==> config.mk <==
export PLATFORM = sky130hd
export DESIGN_NAME = sh7034_int_seq
export DESIGN_NICKNAME = d
export VERILOG_FILES = /design/src/rtl/sh7034_int_seq_pkg.sv /design/src/rtl/sh7034_bus_port.sv /design/src/rtl/sh7034_int_seq.sv
export SDC_FILE = /design/constraint.sdc
export NUM_CORES = 1
export LEC_CHECK = 0
export BUFFER_PORTS_ARGS = -buffer_cell sky130_fd_sc_hd__clkbuf_2
export CAP_MARGIN = 20
export CORE_MARGIN = 10
export CORE_UTILIZATION = 31
export DETAILED_ROUTE_END_ITERATION = 6
export PLACE_DENSITY = 0.58
export REMOVE_ABC_BUFFERS = 1
export SETUP_SLACK_MARGIN = 0.3
export SLEW_MARGIN = 15
export SYNTH_ARGS = -nofsm -noshare
export SYNTH_HDL_FRONTEND = slang
export SYNTH_SLANG_ARGS = --single-unit
==> constraint.sdc <==
create_clock -name CLK -period 4.2 [get_ports CLK]
set_clock_uncertainty 0.05 [all_clocks]
set_input_delay 0.42 -clock CLK [delete_from_list [all_inputs] [get_ports CLK]]
set_output_delay 0.42 -clock CLK [all_outputs]
set_load 0.1 [all_outputs]
==> src/rtl/sh7034_int_seq_pkg.sv <==
// Shared types and constants for the SH7034 exception-entry sequencer.
package sh7034_int_seq_pkg;

    typedef enum logic [2:0] {
        StIdle,
        StAccept,
        StPushSr,
        StPushPc,
        StVecRd,
        StLoad
    } IntSeqState_t;

    localparam logic [7:0]  NMI_VEC_DEF = 8'd11;
    localparam logic [31:0] WORD_MASK   = 32'hFFFF_FFFC;

    // Byte offset of a vector-table entry: four bytes per vector.
    function automatic logic [31:0] vec_offset(input logic [7:0] vec);
        return {22'd0, vec, 2'b00};
    endfunction

endpackage

==> src/rtl/sh7034_bus_port.sv <==
// Single-access bus handshake: request, address and data hold until a no-wait CE cycle.
module sh7034_bus_port (
    input  logic        clk_i,
    input  logic        rst_i,
    input  logic        ce_i,
    input  logic        start_i,
    input  logic        we_i,
    input  logic [31:0] addr_i,
    input  logic [31:0] wdata_i,
    output logic        done_o,
    output logic [31:0] rdata_o,
    output logic        bus_req_o,
    output logic        bus_we_o,
    output logic [31:0] bus_a_o,
    output logic [31:0] bus_do_o,
    input  logic [31:0] bus_di_i,
    input  logic        bus_wait_i
);

    logic        req_q;
    logic        we_q;
    logic [31:0] addr_q;
    logic [31:0] wdata_q;
    logic [31:0] rdata_q;

    assign done_o = ce_i & req_q & ~bus_wait_i;

    // A start in the completing cycle chains straight into the next access,
    // so the request line never drops between back-to-back transfers.
    always_ff @(posedge clk_i) begin
        if (rst_i) begin
            req_q   <= 1'b0;
            we_q    <= 1'b0;
            addr_q  <= '0;
            wdata_q <= '0;
            rdata_q <= '0;
        end else if (ce_i) begin
            if (done_o && !we_q) begin
                rdata_q <= bus_di_i;
            end
            if (start_i) begin
                req_q   <= 1'b1;
                we_q    <= we_i;
                addr_q  <= addr_i;
                wdata_q <= wdata_i;
            end else if (done_o) begin
                req_q <= 1'b0;
            end
        end
    end

    assign rdata_o   = rdata_q;
    assign bus_req_o = req_q;
    assign bus_we_o  = we_q;
    assign bus_a_o   = addr_q;
    assign bus_do_o  = wdata_q;

endmodule

==> src/rtl/sh7034_int_seq.sv <==
// SH7034 exception-entry sequencer: stacks SR/PC, fetches the vector, hands the new
// context to the CPU and acknowledges the interrupt controller.
module sh7034_int_seq
    import sh7034_int_seq_pkg::*;
#(
    parameter logic [7:0] NMI_VEC = NMI_VEC_DEF
) (
    input  logic        CLK,
    input  logic        RST,
    input  logic        CE,
    input  logic        INT_REQ,
    input  logic [3:0]  INT_LVL,
    input  logic [7:0]  INT_VEC,
    input  logic [3:0]  INT_MASK,
    output logic        INT_ACP,
    output logic        INT_ACK,
    input  logic        INST_BOUND,
    output logic        CPU_HOLD,
    input  logic [31:0] CPU_PC,
    input  logic [31:0] CPU_SR,
    input  logic [31:0] CPU_R15,
    input  logic [31:0] CPU_VBR,
    output logic        EXC_LOAD,
    output logic [31:0] EXC_PC,
    output logic [31:0] EXC_R15,
    output logic [3:0]  EXC_IMASK,
    output logic [31:0] BUS_A,
    output logic [31:0] BUS_DO,
    input  logic [31:0] BUS_DI,
    output logic        BUS_WE,
    output logic        BUS_REQ,
    input  logic        BUS_WAIT
);

    IntSeqState_t state_q, state_d;

    logic [3:0]  lvl_q;
    logic [7:0]  vec_q;
    logic [31:0] pc_q, sr_q, r15_q, vbr_q;
    logic [31:0] exc_r15_q;
    logic [3:0]  exc_imask_q;

    logic        accept;
    logic        start;
    logic        start_we;
    logic [31:0] start_addr;
    logic [31:0] start_data;
    logic        done;

    always_comb begin
        state_d    = state_q;
        accept     = 1'b0;
        start      = 1'b0;
        start_we   = 1'b0;
        start_addr = '0;
        start_data = '0;
        unique case (state_q)
            StIdle: begin
                if (INT_REQ && INST_BOUND && ((INT_VEC == NMI_VEC) || (INT_LVL > INT_MASK))) begin
                    accept  = 1'b1;
                    state_d = StAccept;
                end
            end
            StAccept: begin
                start      = 1'b1;
                start_we   = 1'b1;
                start_addr = (r15_q - 32'd4) & WORD_MASK;
                start_data = sr_q;
                state_d    = StPushSr;
            end
            StPushSr: begin
                if (done) begin
                    start      = 1'b1;
                    start_we   = 1'b1;
                    start_addr = (r15_q - 32'd8) & WORD_MASK;
                    start_data = pc_q;
                    state_d    = StPushPc;
                end
            end
            StPushPc: begin
                if (done) begin
                    start      = 1'b1;
                    start_addr = (vbr_q + vec_offset(vec_q)) & WORD_MASK;
                    state_d    = StVecRd;
                end
            end
            StVecRd: begin
                if (done) begin
                    state_d = StLoad;
                end
            end
            StLoad: begin
                state_d = StIdle;
            end
            default: begin
                state_d = StIdle;
            end
        endcase
    end

    always_ff @(posedge CLK) begin
        if (RST) begin
            state_q     <= StIdle;
            lvl_q       <= '0;
            vec_q       <= '0;
            pc_q        <= '0;
            sr_q        <= '0;
            r15_q       <= '0;
            vbr_q       <= '0;
            exc_r15_q   <= '0;
            exc_imask_q <= '0;
        end else if (CE) begin
            state_q <= state_d;
            if (accept) begin
                lvl_q <= INT_LVL;
                vec_q <= INT_VEC;
                pc_q  <= CPU_PC;
                sr_q  <= CPU_SR;
                r15_q <= CPU_R15;
                vbr_q <= CPU_VBR;
            end
            if (state_q == StVecRd && done) begin
                exc_r15_q   <= r15_q - 32'd8;
                exc_imask_q <= lvl_q;
            end
        end
    end

    sh7034_bus_port u_bus_port (
        .clk_i      (CLK),
        .rst_i      (RST),
        .ce_i       (CE),
        .start_i    (start),
        .we_i       (start_we),
        .addr_i     (start_addr),
        .wdata_i    (start_data),
        .done_o     (done),
        .rdata_o    (EXC_PC),
        .bus_req_o  (BUS_REQ),
        .bus_we_o   (BUS_WE),
        .bus_a_o    (BUS_A),
        .bus_do_o   (BUS_DO),
        .bus_di_i   (BUS_DI),
        .bus_wait_i (BUS_WAIT)
    );

    // Pulses are decoded from registered state, so they stretch across CE=0 cycles.
    assign INT_ACP   = (state_q == StAccept);
    assign EXC_LOAD  = (state_q == StLoad);
    assign INT_ACK   = (state_q == StLoad);
    assign CPU_HOLD  = (state_q != StIdle);
    assign EXC_R15   = exc_r15_q;
    assign EXC_IMASK = exc_imask_q;

endmodule

Word level (Yosys, flattened, before mapping). Index checks and enable logic that the tools add are counted.

$lt $le $gt $ge: 1. Equal/unequal tests: 10. Bitwise operators: 3. Add/subtract/negate cells: 3. Reductions and logical operators: 16. Multiplexer cells: 17.

Operator list (number): $mux 32 (3); $pmux 32 s3 (1); $pmux 32 s2 (1); $add 32x10->32 (1); $sub 32x3->32 const B (1); $sub 32x4->32 const B (1); $pmux 3 s5 (1); $mux 3 (4); $reduce_and 2->1 (5); $eq 8x4->1 const B (1); $ne 2x2->1 const B (4); $eq 3x2->1 const B (2); $eq 3x3->1 const B (2); $mux 1 (5); $reduce_and 5->1 (1); $gt 4x4->1 (1); $logic_and 1x1->1 (4); $pmux 1 s2 (2); $eq 3x1->1 const B (1); $logic_not 3->1 (1); $reduce_bool 3->1 (1); $and 1x1->1 (2); $reduce_bool 2->1 (1); $reduce_or 2->1 (1); 3 further kinds (3).

Input bits: 182. Flip-flop bits (word level): 277.

Logic depth before layout (Yosys ltp).
Depth after elaboration: 6. Mapped depth: 10. Depth with buffers taken out: 8.

Cells and area by module. A second synthesis with hierarchy kept.

Cell total of the unflattened synthesis: 1641. Area total of the unflattened synthesis: 13172.6 µm².

Modules (own cells, without submodules): sh7034_int_seq (area each 8888.5 µm², cells each 1199, times used 1); sh7034_bus_port (area each 4284.1 µm², cells each 442, times used 1).

Least setup slack after synthesis. Ideal clock, no wire load.

Kind: register to register. Start: register state_q[2]. End: register u_bus_port.addr_q[5] (netlist: u_bus_port.bus_a_o[5]). Setup slack: 1.493 ns. Clock period less this slack: 2.707 ns. Stages on the path, launching flop included: 10. Data required time: 4.083 ns. Data arrival time: 2.590 ns. Cell sequence: dfxtp_1 or3b_1 clkbuf_1 inv_2 buf_2 buf_1 nor2_1 a311oi_1 o22ai_1 nor2_1.

Elaborated cells between the ends (all ways): 7. Those cells by class: eq/ne (3); mux (2); reduce/logical (2).

RTL lines: from (decl) (RTL line sh7034_int_seq.sv:35) `IntSeqState_t state_q, state_d;`; from (signal assigned) (RTL line sh7034_int_seq.sv:103) `state_q <= StIdle;`; from (signal assigned) (RTL line sh7034_int_seq.sv:113) `state_q <= state_d;`; $eq 3x1->1 *; net INT_ACP (RTL line sh7034_int_seq.sv:15) `output logic INT_ACP,`; $pmux 1 s2 (RTL line sh7034_int_seq.sv:57) `unique case (state_q)`; $reduce_and 2->1 (no source line); to (signal assigned) (RTL line sh7034_bus_port.sv:44) `addr_q <= addr_i;`; to (decl) (RTL line sh7034_bus_port.sv:22) `logic [31:0] addr_q;`.

The timed path passes the listed nets; every way through them passes the cells marked *. A chain may end at the register's enable or synchronous reset.

Final worst setup path.
Start: register state_q[0]. End: output port INT_ACP.

Longest elaborated chain between the ends: 1.

RTL lines: $eq 3x1->1 (RTL line sh7034_int_seq.sv:148) `assign INT_ACP = (state_q == StAccept);`; to (decl) (RTL line sh7034_int_seq.sv:15).

No other way between the ends.

==> metrics.md <==
| Metric | Value |
|---|---|
| Status | completed |
| R2R cell count | 8 |
| CP max-delay cell | or3b_1 |
| Crit-path max FO | 15 |
| Critical path cell sequence | or3b_1 -> inv_2 -> clkbuf_2 |
| Post-route DRC | 0 |
| RSZ-0062 raised after global routing | false |
| Root Buffer | clkbuf_16 |
| Placed insts | 2272 |
| Buffers & Inverters on Critical Path | 2 |
| CP endpoint kind | output port |
| Max VDD drop | 223 uV |
| CTS resizes | 0 |
| Critical path class | reg2out |
| Reported leakage power | 6.34 nW |
| Post-CTS setup buffer count | 0 |
| Overall Global Routing Usage | 16.9% |
| Most frequently used flop master after synthesis | dfxtp_1 |
| Slew HR | 26.2% |
| Post-synth ARST share | 0% |
| Total number of vias | 11800 |
| Hold Crit Class | in2reg |
| First-pass GRT wire length | 67700 um |
| FF-to-FF setup slack | 1.22 ns |
| Post-layout util | 38.9% |
| Share of cells above drive strength 1 | 22.7% |
| Largest family of logic cells by synthesized area | simple AND/OR/NAND/NOR gates |
| Worst EP required | 3.73 ns |
| Max-Cap Viols | 0 |
| Layout Cells excl Fill | 2335 |
| CP peak stage delay | 0.68 ns |
| CP delay by family, top | buffers and inverters |
| Mean Syn Cell Area | 8.36 sq um |
| Number of flops mapped to enable cells by yosys | 0 |
| Hold buffers post-CTS | 0 |
| Compound-Gate Fraction of Synth Area | 15.5% |
| Mux contribution to synthesized area | 10.7% |
| Area Growth Syn to Fin | 23.6% |
| Slew Viols, Final | 0 |
| Vias per inst | 5.07 |
| Design Area, Final | 0.0159 sq mm |
| Final Net Count | 1975 |
| Critical Path End | INT_ACP |
| Netlist cell types | 80 |
| Placeable Area | 0.0409 sq mm |
| Tightest Pin Transition | 1.10 ns |
| Mapped Cells | 1540 |
| Drt pass-1 iters | 5 |
| CP Launch Point | state_q[0]$_SDFFE_PP0P_ |
| Most frequent cells in the layout | nand2_1, clkbuf_2, dfxtp_1 |
| Clock sink count | 273 |
| Routability cong. | 0.891 |
| Seq cells post-synth | 273 |
| WL per Instance | 18.9 um |
| Die footprint | 0.0501 sq mm |
| Maximum clock rate | 0.310 GHz |
| Final setup viols | 0 |
| Gr ovfl total | 0 |
| Clock buffer count from CTS | 34 |
| Simple logic cell fraction of the synthesized area | 21.4% |
| Vias in the first global route | 11800 |
| Syn. warnings | 0 |
| I/O pin count | 320 |
| Largest net degree at the start of global routing | 165 |
| Post-Synth Adder-Cell Area | 1.61% |
| Min Clock Period, post-route | 3.23 ns |
| Initial Utilization | 31.5% |
| CTS max path bufs | 3 |
| # rows | 74 |
| Port bufs | 315 |
| Final hold vios | 0 |
| Die width | 224 um |
| Die Ht | 224 um |
| Syn Std Cell Area | 0.0129 sq mm |
| Commonest non-fill, non-tap cell in the layout | nand2_1 |
| First DRT Iteration DRCs | 1004 |
| PD cells | 390 mW/mm^2 |
| Clock Latency Late Sink | 0.53 ns |
| CTS tree | built |
| R2r startpoint | r15_q[3]$_SDFFE_PP0P_ |
| Period utilisation layout | 76.9% |
| FF-to-FF End | u_bus_port.bus_a_o[28]$_SDFFE_PP0P_ |
| # fillers | 4225 |
| Placement Cell Area | 0.0148 sq mm |
| Number of cells on the critical path | 3 |
| CP Launch Type | flip-flop |
| DRT Wirelength | 44200 um |
| Crit path arrival time | 2.76 ns |
| Post-detail-place hpwl | 31100 um |
| Antenna viol nets, final | 0 |
| Htree depth | 2 |
| Clock transition at path regs | 0.06 ns |
| Initial antenna violation count | 3 |
| Synth Area in XOR/XNOR | 3.74% |
| Sequential share of the synthesized area | 42.4% |
sequential cells by signal, summed over array words and instances (netlist names), 4 cells and up:
name and flops:
u_bus_port.bus_do_o 32, sr_q 32, vbr_q 30, vec_q 8, r15_q 32, lvl_q 4
u_bus_port.bus_a_o 30, EXC_R15 32, EXC_IMASK 4, pc_q 32, u_bus_port.rdata_o 32
Yosys cell counts, types with 24 or more instances:
library cell,count,area (sq um)
nand2_1,392,1470
a211oi_1,35,263
buf_2,24,120
a22o_1,32,280
clkbuf_1,98,368
a21oi_1,61,305
xor2_1,25,219
nor2_1,118,443
mux2i_1,138,1380
nor3_1,27,135
xnor2_1,30,263
a22oi_1,35,263
dfxtp_1,273,5470
power breakdown:
part           internal [mW]  total, mW  switching (mW)
combinational          0.233      0.659           0.425
sequential              2.63       2.67          0.0404
clock                   1.74       2.88            1.14
total                   4.60       6.21            1.61
worst min-delay path by stage:
stage                                     start                                   to  slack (ns)  cells past startpoint
final                                BUS_DI[25]  u_bus_port.rdata_o[25]$_SDFFE_PP0P_        0.06                      3
after global routing                  CPU_PC[8]                 pc_q[8]$_SDFFE_PP0P_        0.05                      3
after CTS                            CPU_PC[23]                pc_q[23]$_SDFFE_PP0P_        0.02                      3
after detailed placement  lvl_q[0]$_SDFFE_PP0P_            EXC_IMASK[0]$_SDFFE_PP0P_        0.39                      2
after global placement    lvl_q[3]$_SDFFE_PP0P_            EXC_IMASK[3]$_SDFFE_PP0P_        0.39                      2
after floorplan           lvl_q[0]$_SDFFE_PP0P_            EXC_IMASK[0]$_SDFFE_PP0P_        0.38                      2
cell families (layout without fill, tap and decap cells):
kind of cell | Yosys count | in the layout
flops | 273 | 273
mux | 138 | 138
simple gates | 634 | 634
compound gates | 279 | 279
fa+ha+maj | 16 | 16
other cells | 1 | 5
xor+xnor | 55 | 55
buf+inv | 144 | 403
worst reg2reg max path, stage by stage (launching register included):
cell and delay (ns):
dfxtp_1 0.39, inv_1 0.15, ha_1 0.21, nor3b_1 0.41, nand2_1 0.31, nor4_1 0.38, xor2_1 0.11, a221oi_1 0.61
a311oi_1 0.18
routing by layer:
| metal | up-vias | GRT usage, % | routed length, um |
|---|---|---|---|
| li1 | 5843 | - | - |
| met1 | 5555 | 21.3 | 19300 |
| met2 | 373 | 27.1 | 20300 |
| met3 | 69 | 4.10 | 3040 |
| met4 | 0 | 6.71 | 1530 |
| met5 | - | 0 | 0 |
per-stage QoR:
| stage | power (mW) | setup WS [ns] | TNS, ns | hold WS [ns] |
|---|---|---|---|---|
| final | 6.21 | 0.971 | 0 | 0.0590 |
| after global routing | 6.46 | 0.843 | 0 | 0.0462 |
| after CTS | 6.30 | 0.975 | 0 | 0.0213 |
| after detailed placement | 3.38 | 1.37 | 0 | 0.394 |
| after global placement | 3.37 | 1.40 | 0 | 0.388 |
| after floorplan | 3.19 | -12.62 | -1763.39 | 0.376 |
area by class of cell:
class	instances	area [sq um]	share of cell area, %
tap	532	666	4.18
clock buffer	52	1060	6.67
sequential	273	5470	34.3
multi-input combinational	1124	6880	43.2
clock inverter	7	45.0	0.283
timing repair buffer	328	1730	10.8
inverter	16	67.6	0.424
antenna	3	7.51	0.0472
(Power assumes the default switching activity.)
